### src/rtl/lsnn_pkg.sv
// rtl/lsnn_pkg.sv - shared types and constants for the spike event logger
//
// Purpose: event record layout, serialiser state encoding and fixed widths
// shared by the logger top, its FIFO and the bench.
package lsnn_pkg;

  localparam int TS_WIDTH = 8;
  localparam int EVT_W    = 16;
  localparam int DROP_MAX = 255;

  // One captured spike: timestamp in the upper byte, threshold in the lower.
  typedef struct packed {
    logic [7:0] ts;
    logic [7:0] thr;
  } event_t;

  typedef enum logic [1:0] {
    IDLE     = 2'd0,
    BYTE_TS  = 2'd1,
    BYTE_THR = 2'd2
  } ser_state_e;

endpackage

### src/rtl/spike_event_logger_if.sv
// rtl/spike_event_logger_if.sv - valid/ready byte stream carrying serialised events
//
// Purpose: groups the outbound byte stream.
// Signals:
//   out_data  - serialised byte (master -> slave)
//   out_valid - out_data valid (master -> slave)
//   out_ready - consumer accepts byte (slave -> master)
interface spike_event_logger_if;

  logic [7:0] out_data;
  logic       out_valid;
  logic       out_ready;

  modport master (
    output out_data,
    output out_valid,
    input  out_ready
  );

  modport slave (
    input  out_data,
    input  out_valid,
    output out_ready
  );

endinterface

### src/rtl/spike_event_fifo.sv
// rtl/spike_event_fifo.sv - synchronous FIFO holding captured spike events
//
// Purpose: small register-based FIFO with a registered occupancy count.
// Ports:
//   clk, rst        - clock, synchronous active-high reset
//   push, wdata     - write request and data (ignored when full)
//   pop, rdata      - read request (ignored when empty); rdata shows the head
//   full, empty     - derived from the registered count
//   count           - entries currently stored
module spike_event_fifo #(
  parameter int WIDTH = 16,
  parameter int DEPTH = 8,
  parameter int CNT_W = $clog2(DEPTH) + 1
) (
  input  logic             clk,
  input  logic             rst,
  input  logic             push,
  input  logic             pop,
  input  logic [WIDTH-1:0] wdata,
  output logic [WIDTH-1:0] rdata,
  output logic             full,
  output logic             empty,
  output logic [CNT_W-1:0] count
);

  localparam int AW = $clog2(DEPTH);

  logic [WIDTH-1:0] mem_q [DEPTH];
  logic [AW-1:0]    wr_ptr_q;
  logic [AW-1:0]    rd_ptr_q;
  logic [CNT_W-1:0] count_q;
  logic             do_push;
  logic             do_pop;

  assign full    = (count_q == CNT_W'(DEPTH));
  assign empty   = (count_q == '0);
  assign do_push = push & ~full;
  assign do_pop  = pop & ~empty;
  assign rdata   = mem_q[rd_ptr_q];
  assign count   = count_q;

  // Storage is not reset; only pointers and count define validity.
  always_ff @(posedge clk) begin
    if (do_push) begin
      mem_q[wr_ptr_q] <= wdata;
    end
  end

  // Pointers are exactly log2(DEPTH) bits, so increment wraps by masking.
  always_ff @(posedge clk) begin
    if (rst) begin
      wr_ptr_q <= '0;
      rd_ptr_q <= '0;
      count_q  <= '0;
    end else begin
      if (do_push) begin
        wr_ptr_q <= wr_ptr_q + AW'(1);
      end
      if (do_pop) begin
        rd_ptr_q <= rd_ptr_q + AW'(1);
      end
      case ({do_push, do_pop})
        2'b10:   count_q <= count_q + CNT_W'(1);
        2'b01:   count_q <= count_q - CNT_W'(1);
        default: count_q <= count_q;
      endcase
    end
  end

endmodule

### src/rtl/spike_event_logger.sv
// rtl/spike_event_logger.sv - timestamps neuron spikes and streams them as byte pairs
//
// Purpose: samples spike_in/threshold_in, tags each spike with a free-running
// timestamp, buffers records in a FIFO and serialises each as {ts, thr} bytes.
// Ports:
//   clk, rst      - clock, synchronous active-high reset
//   enable        - low freezes the timestamp and ignores spikes; draining goes on
//   spike_in      - neuron spike flag
//   threshold_in  - neuron adaptive threshold, captured with the spike
//   out_if        - byte stream (master side)
//   fifo_count    - FIFO occupancy, not counting the record being serialised
//   overflow      - sticky, set when any spike is dropped
//   drop_count    - dropped spikes, saturating at 255
module spike_event_logger #(
  parameter int TS_WIDTH   = 8,
  parameter int FIFO_DEPTH = 8,
  parameter int CNT_W      = 4
) (
  input  logic                 clk,
  input  logic                 rst,
  input  logic                 enable,
  input  logic                 spike_in,
  input  logic [7:0]           threshold_in,
  spike_event_logger_if.master out_if,
  output logic [CNT_W-1:0]     fifo_count,
  output logic                 overflow,
  output logic [7:0]           drop_count
);

  import lsnn_pkg::*;

  logic [TS_WIDTH-1:0] ts_q;
  logic                overflow_q;
  logic [7:0]          drop_count_q;

  ser_state_e state_q, state_d;
  event_t     hold_q, hold_d;
  logic [7:0] data_q, data_d;
  logic       valid_q, valid_d;
  logic       pop;

  logic   capture;
  logic   push;
  logic   drop;
  logic   fifo_full;
  logic   fifo_empty;
  event_t fifo_wdata;
  event_t fifo_rdata;

  assign capture    = enable & spike_in;
  // Full is taken from the registered count, so a same-edge pop never rescues a push.
  assign push       = capture & ~fifo_full;
  assign drop       = capture & fifo_full;
  assign fifo_wdata = '{ts: ts_q, thr: threshold_in};

  spike_event_fifo #(
    .WIDTH (EVT_W),
    .DEPTH (FIFO_DEPTH),
    .CNT_W (CNT_W)
  ) u_fifo (
    .clk   (clk),
    .rst   (rst),
    .push  (push),
    .pop   (pop),
    .wdata (fifo_wdata),
    .rdata (fifo_rdata),
    .full  (fifo_full),
    .empty (fifo_empty),
    .count (fifo_count)
  );

  always_ff @(posedge clk) begin
    if (rst) begin
      ts_q         <= '0;
      overflow_q   <= 1'b0;
      drop_count_q <= '0;
    end else begin
      if (enable) begin
        ts_q <= ts_q + TS_WIDTH'(1);
      end
      if (drop) begin
        overflow_q <= 1'b1;
        if (drop_count_q != 8'(DROP_MAX)) begin
          drop_count_q <= drop_count_q + 8'd1;
        end
      end
    end
  end

  always_ff @(posedge clk) begin
    if (rst) begin
      state_q <= IDLE;
      hold_q  <= '0;
      data_q  <= '0;
      valid_q <= 1'b0;
    end else begin
      state_q <= state_d;
      hold_q  <= hold_d;
      data_q  <= data_d;
      valid_q <= valid_d;
    end
  end

  // out_data/out_valid are computed one edge ahead so both leave on flops.
  always_comb begin
    state_d = state_q;
    hold_d  = hold_q;
    data_d  = data_q;
    valid_d = valid_q;
    pop     = 1'b0;
    case (state_q)
      IDLE: begin
        if (!fifo_empty) begin
          pop     = 1'b1;
          hold_d  = fifo_rdata;
          data_d  = fifo_rdata.ts;
          valid_d = 1'b1;
          state_d = BYTE_TS;
        end
      end
      BYTE_TS: begin
        if (out_if.out_ready) begin
          data_d  = hold_q.thr;
          state_d = BYTE_THR;
        end
      end
      BYTE_THR: begin
        if (out_if.out_ready) begin
          if (!fifo_empty) begin
            // Back-to-back records: reload straight into BYTE_TS, no idle cycle.
            pop     = 1'b1;
            hold_d  = fifo_rdata;
            data_d  = fifo_rdata.ts;
            state_d = BYTE_TS;
          end else begin
            valid_d = 1'b0;
            state_d = IDLE;
          end
        end
      end
      default: begin
        valid_d = 1'b0;
        state_d = IDLE;
      end
    endcase
  end

  assign out_if.out_data  = data_q;
  assign out_if.out_valid = valid_q;
  assign overflow         = overflow_q;
  assign drop_count       = drop_count_q;

endmodule

### src/flat_wrapper.sv
// flat-port wrapper written by rule: the top's interface ports become plain ports
module spike_event_logger_flat import lsnn_pkg::*;
#(
  parameter int TS_WIDTH   = 8,
  parameter int FIFO_DEPTH = 8,
  parameter int CNT_W      = 4
)
  (clk, rst, enable, spike_in, threshold_in, fifo_count, overflow, drop_count, out_if_out_data, out_if_out_valid, out_if_out_ready);
  spike_event_logger_if out_if_i ();
  input  logic clk;
  input  logic rst;
  input  logic enable;
  input  logic spike_in;
  input  logic [7:0] threshold_in;
  output logic [CNT_W-1:0] fifo_count;
  output logic overflow;
  output logic [7:0] drop_count;
  output wire logic [$bits(out_if_i.out_data)-1:0] out_if_out_data;
  output wire logic [$bits(out_if_i.out_valid)-1:0] out_if_out_valid;
  input wire logic [$bits(out_if_i.out_ready)-1:0] out_if_out_ready;
  assign out_if_out_data = out_if_i.out_data;
  assign out_if_out_valid = out_if_i.out_valid;
  assign out_if_i.out_ready = out_if_out_ready;
  spike_event_logger #(.TS_WIDTH(TS_WIDTH), .FIFO_DEPTH(FIFO_DEPTH), .CNT_W(CNT_W)) u_core (.clk(clk), .rst(rst), .enable(enable), .spike_in(spike_in), .threshold_in(threshold_in), .out_if(out_if_i), .fifo_count(fifo_count), .overflow(overflow), .drop_count(drop_count));
endmodule
### config.mk
export PLATFORM = sky130hd
export DESIGN_NAME = spike_event_logger_flat
export DESIGN_NICKNAME = d
export VERILOG_FILES = /design/src/rtl/lsnn_pkg.sv /design/src/rtl/spike_event_logger_if.sv /design/src/rtl/spike_event_fifo.sv /design/src/rtl/spike_event_logger.sv /design/src/flat_wrapper.sv
export SDC_FILE = /design/constraint.sdc
export NUM_CORES = 1
export LEC_CHECK = 0
export BUFFER_PORTS_ARGS = -buffer_cell sky130_fd_sc_hd__buf_2
export CORE_MARGIN = 3
export CORE_UTILIZATION = 54
export CTS_CLUSTER_SIZE = 25
export DETAILED_ROUTE_END_ITERATION = 7
export PLACE_DENSITY = 0.72
export SETUP_SLACK_MARGIN = 0.02
export SYNTH_ARGS = -nofsm -noshare
export SYNTH_HDL_FRONTEND = slang
export SYNTH_SLANG_ARGS = --single-unit
### constraint.sdc
create_clock -name clk -period 4.1 [get_ports clk]
set_clock_uncertainty 0.1 [all_clocks]
set_input_delay 1.23 -clock clk [delete_from_list [all_inputs] [get_ports clk]]
set_output_delay 1.23 -clock clk [all_outputs]
set_load 0.1 [all_outputs]
==> flow_summary.toml, run 1 <==
[logic_synthesis]
mappedNetlistArea_um2 = 7030
most_frequently_used_cell_type_in_the_post_synthesis_netlist = "edfxtp_1"
synth-seq-cells = 177
yosysTopAreaCellShare = 0.547
synth.top_cells.by_count = "edfxtp_1 (128), dfxtp_1 (49), nor2_1 (46)"
synth_top_flop_cell = "edfxtp_1"
yosysSeqAreaShare = 0.687
ys_async_sr_fraction = 0
post-synth-top-area-cell = "edfxtp_1"
synthesis.yosys.warnings = 0
synthDistinctLibCells = 45
synth.top_cells.by_area = "edfxtp_1 (55%), dfxtp_1 (14%), mux4_2 (10%)"
count_of_flip_flops_with_a_built_in_enable_after_synthesis = 128
number_of_instances_in_the_synthesized_netlist = 440
synth.net_count = 460
postSynthAreaPerCell_um2 = 16.0

[critical_path]
crit_family = "simple AND/OR/NAND/NOR gates"
minimum_setup_slack_among_reg_to_reg_paths_ns = 1.33
critical_path.startpoint_type = "input port"
timing.critical_path.cells = "buf_2 -> nand2_1 -> nor2_1 -> inv_1 -> ha_1 -> xor2_1 -> ha_1 -> a21oi_1 -> xor2_1 -> or3_1 -> a21oi_1"
worst-endpoint-required_ns = 4.35
critical_path_peak_fanout = 9
cp_slowest_stage_delay_ns = 0.31
cp.buffers_inverters = 2
critPathArrivalTime_ns = 3.13
worstSetupPathType = "in2reg"
worst_setup_path_end_kind = "register"
critical_path.slowest_cell = "or3_1"

[timing]
hold_ws_ns = 0.358
layout_setup_ws_ns = 1.22
report.final.setup_viol = 0
drv_slew = 0
clock.fmax_mhz = 347
final_min_period_over_clock_period = 0.703
setup_tns_ns = 0
worst_slew_margin_rel = 0.300
finalCriticalPeriod_ns = 2.88
tightest_slew_ns = 1.05
hold_violations = 0
setup_repair_after_global_routing_missed_its_margin = "false"

[route]
firstDrtPassIters = 4
ant_nets = 0
drt-initial-drc-count = 350
total_length_of_routed_wires_um = 12800
route.detailed.drc = 0
vias_per_cell = 5.70
vias = 3789
route.detailed.wl_per_inst_um = 19.3

[place]
dp_hpwl_um = 7580
placement.setup.worst_slack_ns = 0.805
placed_area_um2 = 7370
place.gp.congestion = 0.732
portBuffers = 34

[finish]
antenna_cells_inserted = 0
multi_input_area_um2 = 2070
post-route-util = 0.629
register_area_um2 = 4830
area.growth.synth_to_final_pct = 13.4
nets = 500
fillCellCount = 942
drive_gt1_frac = 0.243
finish.instance_area_um2 = 7970

[cts]
ctsRootBufferMaster = "clkbuf_16"
clock-sinks = 177
cts.hold.buffers_added = 0
tritoncts = "yes"
cts_made_buffers = 17
clkLatencyLatePin_ns = 0.43
cts-htree-levels = 4
cts.path.max_buffers = 2
worst_setup_hold_path_clk_slew_ns = 0.07
cts_setup_buffers = 0
cts_repair_resize_count = 0

[floorplanning]
placeableCoreArea_um2 = 12700
core.rowCount = 41
die_area_um2 = 14400
boundaryPins = 35
die-width_um = 120
floorplan.initialDensity = 0.555
die_h_um = 120

[global_routing]
first_global_vias = 3880
track_usage = 0.197
grt_max_degree = 50
global_route_wire_length_before_repair_um = 21200
grt_remaining_overflow = 0
grt_antenna_before_repair = 0

[worst_hold_path]
timing.hold.worst.class = "reg2reg"

[flow_run]
maxCapViolCount = 0

[pwr]
pwr_density_cell_nw_per_um2 = 633
max-vdd-ir-drop_mv = 0.426
power.leakage_nw = 2.71

[status]
status = "completed"
## kinds of logic (layout without fill, tap and decap cells)
group / Yosys count / in the layout / synth area share
flops: 177 / 177 / 0.687
simple gates: 112 / 112 / 0.0824
mux: 53 / 53 / 0.133
compound gates: 50 / 50 / 0.0479
buf+inv: 27 / 80 / 0.0205
xor+xnor: 14 / 14 / 0.0175
fa+ha+maj: 7 / 7 / 0.0125
## per-stage QoR
step / instances / total power [mW]
6_report: 665 / 5.05
5_1_grt: 665 / 5.30
4_1_cts: 665 / 5.08
3_5_place_dp: 633 / 3.48
3_3_place_gp: 633 / 3.44
2_1_floorplan: 440 / 3.27
## cell usage in the layout, fill, tap and decap left out, types with 6 or more instances in the layout
| cell | netlist | routed |
|---|---|---|
| nand2_1 | 21 | 21 |
| a21oi_1 | 23 | 23 |
| clkbuf_16 | 0 | 17 |
| or3_1 | 6 | 6 |
| ha_1 | 7 | 7 |
| xor2_1 | 11 | 11 |
| nand3_1 | 7 | 7 |
| buf_2 | 9 | 34 |
| nand4_1 | 8 | 8 |
| mux4_2 | 32 | 32 |
| a211oi_1 | 8 | 8 |
| buf_4 | 4 | 11 |
| edfxtp_1 | 128 | 128 |
| dfxtp_1 | 49 | 48 |
| nand2b_1 | 6 | 6 |
| mux2i_1 | 20 | 20 |
| a211o_1 | 8 | 8 |
| nor2_1 | 46 | 46 |
| inv_6 | 0 | 7 |
## sequential cells by signal, summed over array words and instances (netlist names), 2 cells and up, named ones only
name / count
u_core.u_fifo.rd_ptr_q: 3
u_core.u_fifo.count: 4
u_core.ts_q: 8
u_core.u_fifo.mem_q: 128
u_core.u_fifo.wr_ptr_q: 3
u_core.hold_q: 8
u_core.state_q: 2
u_core.drop_count: 8
u_core.out_if.out_data: 8
## layout make-up
cell class	instances	share of cell area
Clock buffer	17	0.0534
Clock inverter	15	0.0210
Sequential cell	177	0.606
Tap cell	172	0.0270
Inverter	3	0.00141
Timing Repair Buffer	45	0.0317
Multi-Input combinational cell	236	0.260
## worst reg2reg max path: stages (launching register included)
cell	delay, ns
dfxtp_1	0.44
or4_4	0.63
nand3_1	0.14
inv_1	0.08
ha_1	0.26
xor2_1	0.17
ha_1	0.19
a21oi_1	0.15
xor2_1	0.09
or3_1	0.31
a21oi_1	0.13
## worst paths after layout
| check | cells after the start | startpoint | endpoint |
|---|---|---|---|
| max | 11 | enable | u_core.u_fifo.count[2] |
| min | 2 | u_core.out_if.out_data[5] | u_core.out_if.out_data[5] |
| max reg2reg | 10 | u_core.u_fifo.count[1] | u_core.u_fifo.count[2] |
| min reg2reg | 2 | u_core.out_if.out_data[5] | u_core.out_if.out_data[5] |
## power breakdown
part           internal (mW)  switching, mW
Clock                  0.913          0.697
Combinational          0.484          0.743
Sequential              2.03          0.177
## routing by layer
metal	wire [um]	GRT usage	share of wire	vias to the layer above
li1	-	-	-	1782
met3	542	0.0438	0.042	21
met4	219	0.0673	0.017	0
met2	6320	0.313	0.49	85
met1	5730	0.271	0.45	1901
met5	0	0	0	-
No activity file was read; power rests on OpenSTA's default activity.
==> run 2, diff against run 1 <==
Settings changed: ABC_AREA set to 1, PLACE_DENSITY 0.72 to 0.71.
Clock period 4.1 ns to 3 ns, I/O delays scaled along.
==> flow_summary.toml, run 2 <==
[logic_synthesis]
yosysTopAreaCellShare = 0.522
number_of_instances_in_the_synthesized_netlist = 684
synth.top_cells.by_count = "nor2_1 (129), edfxtp_1 (128), nand2_1 (87)"
synth.net_count = 704
synth_top_flop_cell = "edfxtp_1"
ys_async_sr_fraction = 0
most_frequently_used_cell_type_in_the_post_synthesis_netlist = "nor2_1"
postSynthAreaPerCell_um2 = 10.8
post-synth-top-area-cell = "edfxtp_1"
synth-seq-cells = 177
synth.top_cells.by_area = "edfxtp_1 (52%), dfxtp_1 (13%), nor2_1 (6.6%)"
mappedNetlistArea_um2 = 7360
yosysSeqAreaShare = 0.655
synthDistinctLibCells = 37
count_of_flip_flops_with_a_built_in_enable_after_synthesis = 128
synthesis.yosys.warnings = 0

[timing]
clock.fmax_mhz = 418
report.final.setup_viol = 0
tightest_slew_ns = 1.03
finalCriticalPeriod_ns = 2.39
worst_slew_margin_rel = 0.314
setup_repair_after_global_routing_missed_its_margin = "false"
final_min_period_over_clock_period = 0.797
layout_setup_ws_ns = 0.608
setup_tns_ns = 0
drv_slew = 0
hold_violations = 0

[route]
top_signal_layer_used = "met4"
dr_wl_met3_um = 954
route.detailed.wl_per_inst_um = 17.3
length_of_routed_wiring_on_met1_um = 6730
vias_per_cell = 5.58
route.detailed.drc = 0
drt-initial-drc-count = 443
detailroute.wirelength.met2_um = 7710
ant_nets = 0
total_length_of_routed_wires_um = 15700
firstDrtPassIters = 8
vias = 5077

[place]
placement.setup.worst_slack_ns = 0.267
portBuffers = 34
dp_hpwl_um = 9320
place.gp.congestion = 0.857
dpl.cell_count = 878

[global_routing]
grt_max_degree = 65
track_usage = 0.222
global_route_wire_length_before_repair_um = 25100
grt_remaining_overflow = 0
first_global_vias = 4888
grt_antenna_before_repair = 0

[finish]
largest-register = "u_core.u_fifo.mem_q"
fillCellCount = 1064
mostFrequentLayoutCell = "nor2_1"
drive_gt1_frac = 0.165
finish.cell_count_without_fillers = 910
most_frequent_cells_in_the_layout = "nor2_1 (129), edfxtp_1 (128), nand2_1 (87), nand3_1 (68), dfxtp_1 (48)"
antenna_cells_inserted = 0
nets = 741
largest_reg_flops = 128
post-route-util = 0.623
area.growth.synth_to_final_pct = 12.4

[cts]
cts_made_buffers = 17
tritoncts = "yes"
ctsRootBufferMaster = "clkbuf_16"
cts_repair_resize_count = 0
worst_setup_hold_path_clk_slew_ns = 0.06
cts.path.max_buffers = 2
cts.hold.buffers_added = 0
cts_setup_buffers = 0
clkLatencyLatePin_ns = 0.43
clock-sinks = 177
cts-htree-levels = 4

[pwr]
power.switching_fraction = 0.371
power.share.clock = 0.296
power.leakage_nw = 3.04
pwr_density_cell_nw_per_um2 = 935
cell_internal_pwr_mw = 4.87
net-switching-power_mw = 2.87
max-vdd-ir-drop_mv = 0.501
share_seq_of_total_power = 0.380
pwr-share-comb = 0.324

[floorplanning]
die_area_um2 = 15100
die_h_um = 123
floorplan.initialDensity = 0.554
die-width_um = 123
core.rowCount = 42
placeableCoreArea_um2 = 13300
boundaryPins = 35

[critical_path]
rr_startpoint = "u_core.u_fifo.count[2]"
critical_path.slowest_cell = "buf_2"
worst_setup_path_end_kind = "output pin"
worstSetupPathType = "reg2out"
critPathArrivalTime_ns = 1.39
cp_slowest_stage_delay_ns = 0.49
worst-endpoint-required_ns = 2.00
crit_family = "buffers and inverters"
critical_path.startpoint_type = "register"
critPathLaunch = "u_core.u_fifo.count[0]"
cp.buffers_inverters = 1
timing.critical_path.cells = "buf_2"
critical_path_peak_fanout = 6

[worst_hold_path]
hp-start = "u_core.hold_q[7]"
timing.hold.worst.class = "reg2reg"

[flow_run]
maxCapViolCount = 0

[status]
status = "completed"
-- run 2: changes by cell type after synthesis, moves of 24 or more --
cell	delta
mux4_2	-32
o21ai_1	+24
nand3_1	+61
o21ai_0	+31
nor2_1	+83
nand2_1	+66
-- run 2: layout make-up --
| type | count | area, um2 | share of cell area |
|---|---|---|---|
| multi-input cells | 442 | 2200 | 0.266 |
| flip-flops and latches | 177 | 4830 | 0.583 |
| clock buffers | 18 | 429 | 0.0518 |
| inverters | 33 | 126 | 0.0153 |
| repair buffers | 50 | 290 | 0.0351 |
| well taps | 176 | 220 | 0.0266 |
| clock inverters | 14 | 189 | 0.0228 |
-- run 2: kinds of logic after synthesis --
kind of cell             synth area share
AO/OA/AOI/OAI                      0.0844
XOR/XNOR                          0.00714
adder cells (fa/ha/maj)            0.0119
buffers and inverters              0.0462
flip-flops                          0.655
AND/OR/NAND/NOR                     0.195
-- run 2: tightest hold or removal path, cell delays in order, from the launching register on --
cell and delay (ns):
dfxtp_1 0.31, nand2_1 0.06, a21oi_1 0.06
-- run 2: metal layers --
layer  vias to the layer above  track usage
met4                         0       0.0987
met1                      2446        0.292
met3                        26       0.0475
li1                       2433            -
met2                       172        0.357
met5                         -            0
-- run 2: worst paths after layout --
kind | to | slack [ns] | depth (start not counted)
min | u_core.hold_q[7] | 0.37 | 2
max reg2reg | u_core.u_fifo.count[2] | 0.85 | 12
max | fifo_count[0] | 0.61 | 1
min reg2reg | u_core.hold_q[7] | 0.37 | 2
-- run 2: power by group through the flow --
| stage | sequential [mW] | clock, mW | combinational, mW |
|---|---|---|---|
| after floorplan | 3.38 | 0 | 1.62 |
| after global placement | 2.98 | 0 | 2.42 |
| after detailed placement | 2.99 | 0 | 2.49 |
| after CTS | 2.94 | 2.31 | 2.50 |
| after global routing | 2.96 | 2.42 | 2.77 |
| final | 2.94 | 2.29 | 2.51 |
-- run 2: metrics by stage --
stage | power [mW] | area (um2) | hold WS (ns)
after floorplan | 5.01 | 7360 | 0.344
after global placement | 5.40 | 7660 | 0.342
after detailed placement | 5.48 | 7660 | 0.360
after CTS | 7.75 | 8280 | 0.377
after global routing | 8.15 | 8280 | 0.404
final | 7.74 | 8280 | 0.375
==> run 3, diff against run 2 <==
Settings changed: PLACE_DENSITY 0.71 to 0.74.
Clock period 3 ns to 2.05 ns, I/O delays scaled along.
==> flow_summary.toml, run 3 (synthesized netlist as in run 2, its figures left out) <==
[pwr]
max-vdd-ir-drop_mv = 0.695
pwr_density_cell_nw_per_um2 = 1380
power.share.clock = 0.304
cell_internal_pwr_mw = 7.65
net-switching-power_mw = 4.28
power.switching_fraction = 0.359
pwr-share-comb = 0.332
total_power_mw = 11.9
power.leakage_nw = 3.21
share_seq_of_total_power = 0.364

[global_routing]
grt_antenna_before_repair = 0
grt_max_degree = 59
grt_remaining_overflow = 0
first_global_vias = 5030
track_usage = 0.227
global_route_wire_length_before_repair_um = 25600

[floorplanning]
die_area_um2 = 15100
placeableCoreArea_um2 = 13300
die_h_um = 123
die-width_um = 123
floorplan.initialDensity = 0.554
boundaryPins = 35
core.rowCount = 42

[finish]
nets = 763
largest-register = "u_core.u_fifo.mem_q"
drive_gt1_frac = 0.205
fillCellCount = 991
area.growth.synth_to_final_pct = 17.2
most_frequent_cells_in_the_layout = "nor2_1 (128), edfxtp_1 (128), nand2_1 (86), nand3_1 (68), dfxtp_1 (41)"
register_area_um2 = 4840
largest_reg_flops = 128
multi_input_area_um2 = 2230
antenna_cells_inserted = 0

[critical_path]
critPathLaunch = "u_core.drop_count[6]"
minimum_setup_slack_among_reg_to_reg_paths_ns = 0.13
timing.critical_path.cells = "buf_2"
critical_path_peak_fanout = 4
worst-endpoint-required_ns = 1.33
cp-endpoint = "drop_count[6]"
rr_worst_depth = 13
worstSetupPathType = "reg2out"
critPathArrivalTime_ns = 1.27
worst_setup_path_end_kind = "output pin"
rr_startpoint = "u_core.u_fifo.count[0]"
cp_slowest_stage_delay_ns = 0.45
cp.depth = 1
crit_family = "buffers and inverters"
cp.buffers_inverters = 1
crit-reg2reg-capture = "u_core.u_fifo.count[2]"
critical_path.slowest_cell = "buf_2"
critical_path.startpoint_type = "register"

[timing]
tightest_slew_ns = 0.610
final_min_period_over_clock_period = 0.970
finalCriticalPeriod_ns = 1.99
layout_setup_ws_ns = 0.0624
setup_repair_after_global_routing_missed_its_margin = "true"
drv_slew = 0
hold_violations = 0
worst_slew_margin_rel = 0.592
report.final.setup_viol = 0
setup_tns_ns = 0
clock.fmax_mhz = 503

[cts]
ctsRootBufferMaster = "clkbuf_16"
tritoncts = "yes"
clock-sinks = 177
worst_setup_hold_path_clk_slew_ns = 0.06
cts.hold.buffers_added = 0
cts_made_buffers = 17
cts.path.max_buffers = 2
clkLatencyLatePin_ns = 0.42
cts-htree-levels = 4

[place]
portBuffers = 34
placement.setup.worst_slack_ns = -0.151
place.gp.congestion = 0.877
dp_hpwl_um = 10400

[status]
status = "completed"

[flow_run]
maxCapViolCount = 0

[route]
drt-initial-drc-count = 657
firstDrtPassIters = 5
vias_per_cell = 5.59
route.detailed.drc = 0
vias = 5208
total_length_of_routed_wires_um = 16200
route.detailed.wl_per_inst_um = 17.4
ant_nets = 0

[worst_hold_path]
timing.hold.worst.class = "reg2reg"
hp-start = "u_core.out_if.out_valid"
-- run 3: changes by cell type in the layout (fill, tap and decap cells not counted), sizes merged --
cell	delta
buf	+20
bufinv	+2
clkbuf	+6
clkinv	-1
clkinvlp	-4
inv	-1
-- run 3: timing repair --
| action | in CTS | in global routing |
|---|---|---|
| buffers inserted | 0 | 3 |
| endpoints found under the setup margin | 1 | 4 |
| resized for setup | 1 | 7 |
| gates cloned | 0 | 0 |
| pin swaps | 0 | 6 |
-- run 3: cell type report --
cell class              count  area share
flip-flops and latches    177       0.561
clock inverters            10      0.0239
well taps                 176      0.0255
repair buffers             72      0.0623
multi-input cells         442       0.258
inverters                  33      0.0149
clock buffers              22      0.0538
-- run 3: how the worst min path moves through the flow --
| stage | endpoint | slack (ns) | cells after the start |
|---|---|---|---|
| floorplan | u_core.hold_q[0] | 0.34 | 2 |
| global placement | u_core.out_if.out_valid | 0.34 | 1 |
| detailed placement | u_core.out_if.out_valid | 0.35 | 1 |
| CTS | u_core.out_if.out_valid | 0.37 | 1 |
| global route | u_core.overflow | 0.38 | 1 |
| finish | u_core.out_if.out_valid | 0.36 | 1 |
-- run 3: through the flow --
| step | hold WS [ns] | utilization | area, um2 | cells |
|---|---|---|---|---|
| 3_5_place_dp | 0.353 | 0.595 | 7920 | 897 |
| 6_report | 0.364 | 0.649 | 8630 | 932 |
| 3_3_place_gp | 0.344 | 0.595 | 7920 | 897 |
| 4_1_cts | 0.368 | 0.646 | 8590 | 929 |
| 5_1_grt | 0.383 | 0.649 | 8630 | 932 |
| 2_1_floorplan | 0.344 | - | 7400 | 684 |
-- run 3: per-layer routing --
layer / vias up / global-route usage / wire length (um)
li1: 2480 / - / -
met1: 2497 / 0.308 / 6910
met2: 207 / 0.348 / 7730
met3: 24 / 0.0687 / 1320
met4: 0 / 0.0819 / 223
met5: - / 0 / 0
-- run 3: power by group through the flow --
stage / Clock [mW] / Combinational (mW) / Sequential (mW)
2_1_floorplan: 0 / 2.40 / 4.97
3_3_place_gp: 0 / 3.69 / 4.40
3_5_place_dp: 0 / 3.82 / 4.42
4_1_cts: 3.66 / 3.86 / 4.34
5_1_grt: 3.83 / 4.35 / 4.38
6_report: 3.63 / 3.96 / 4.34
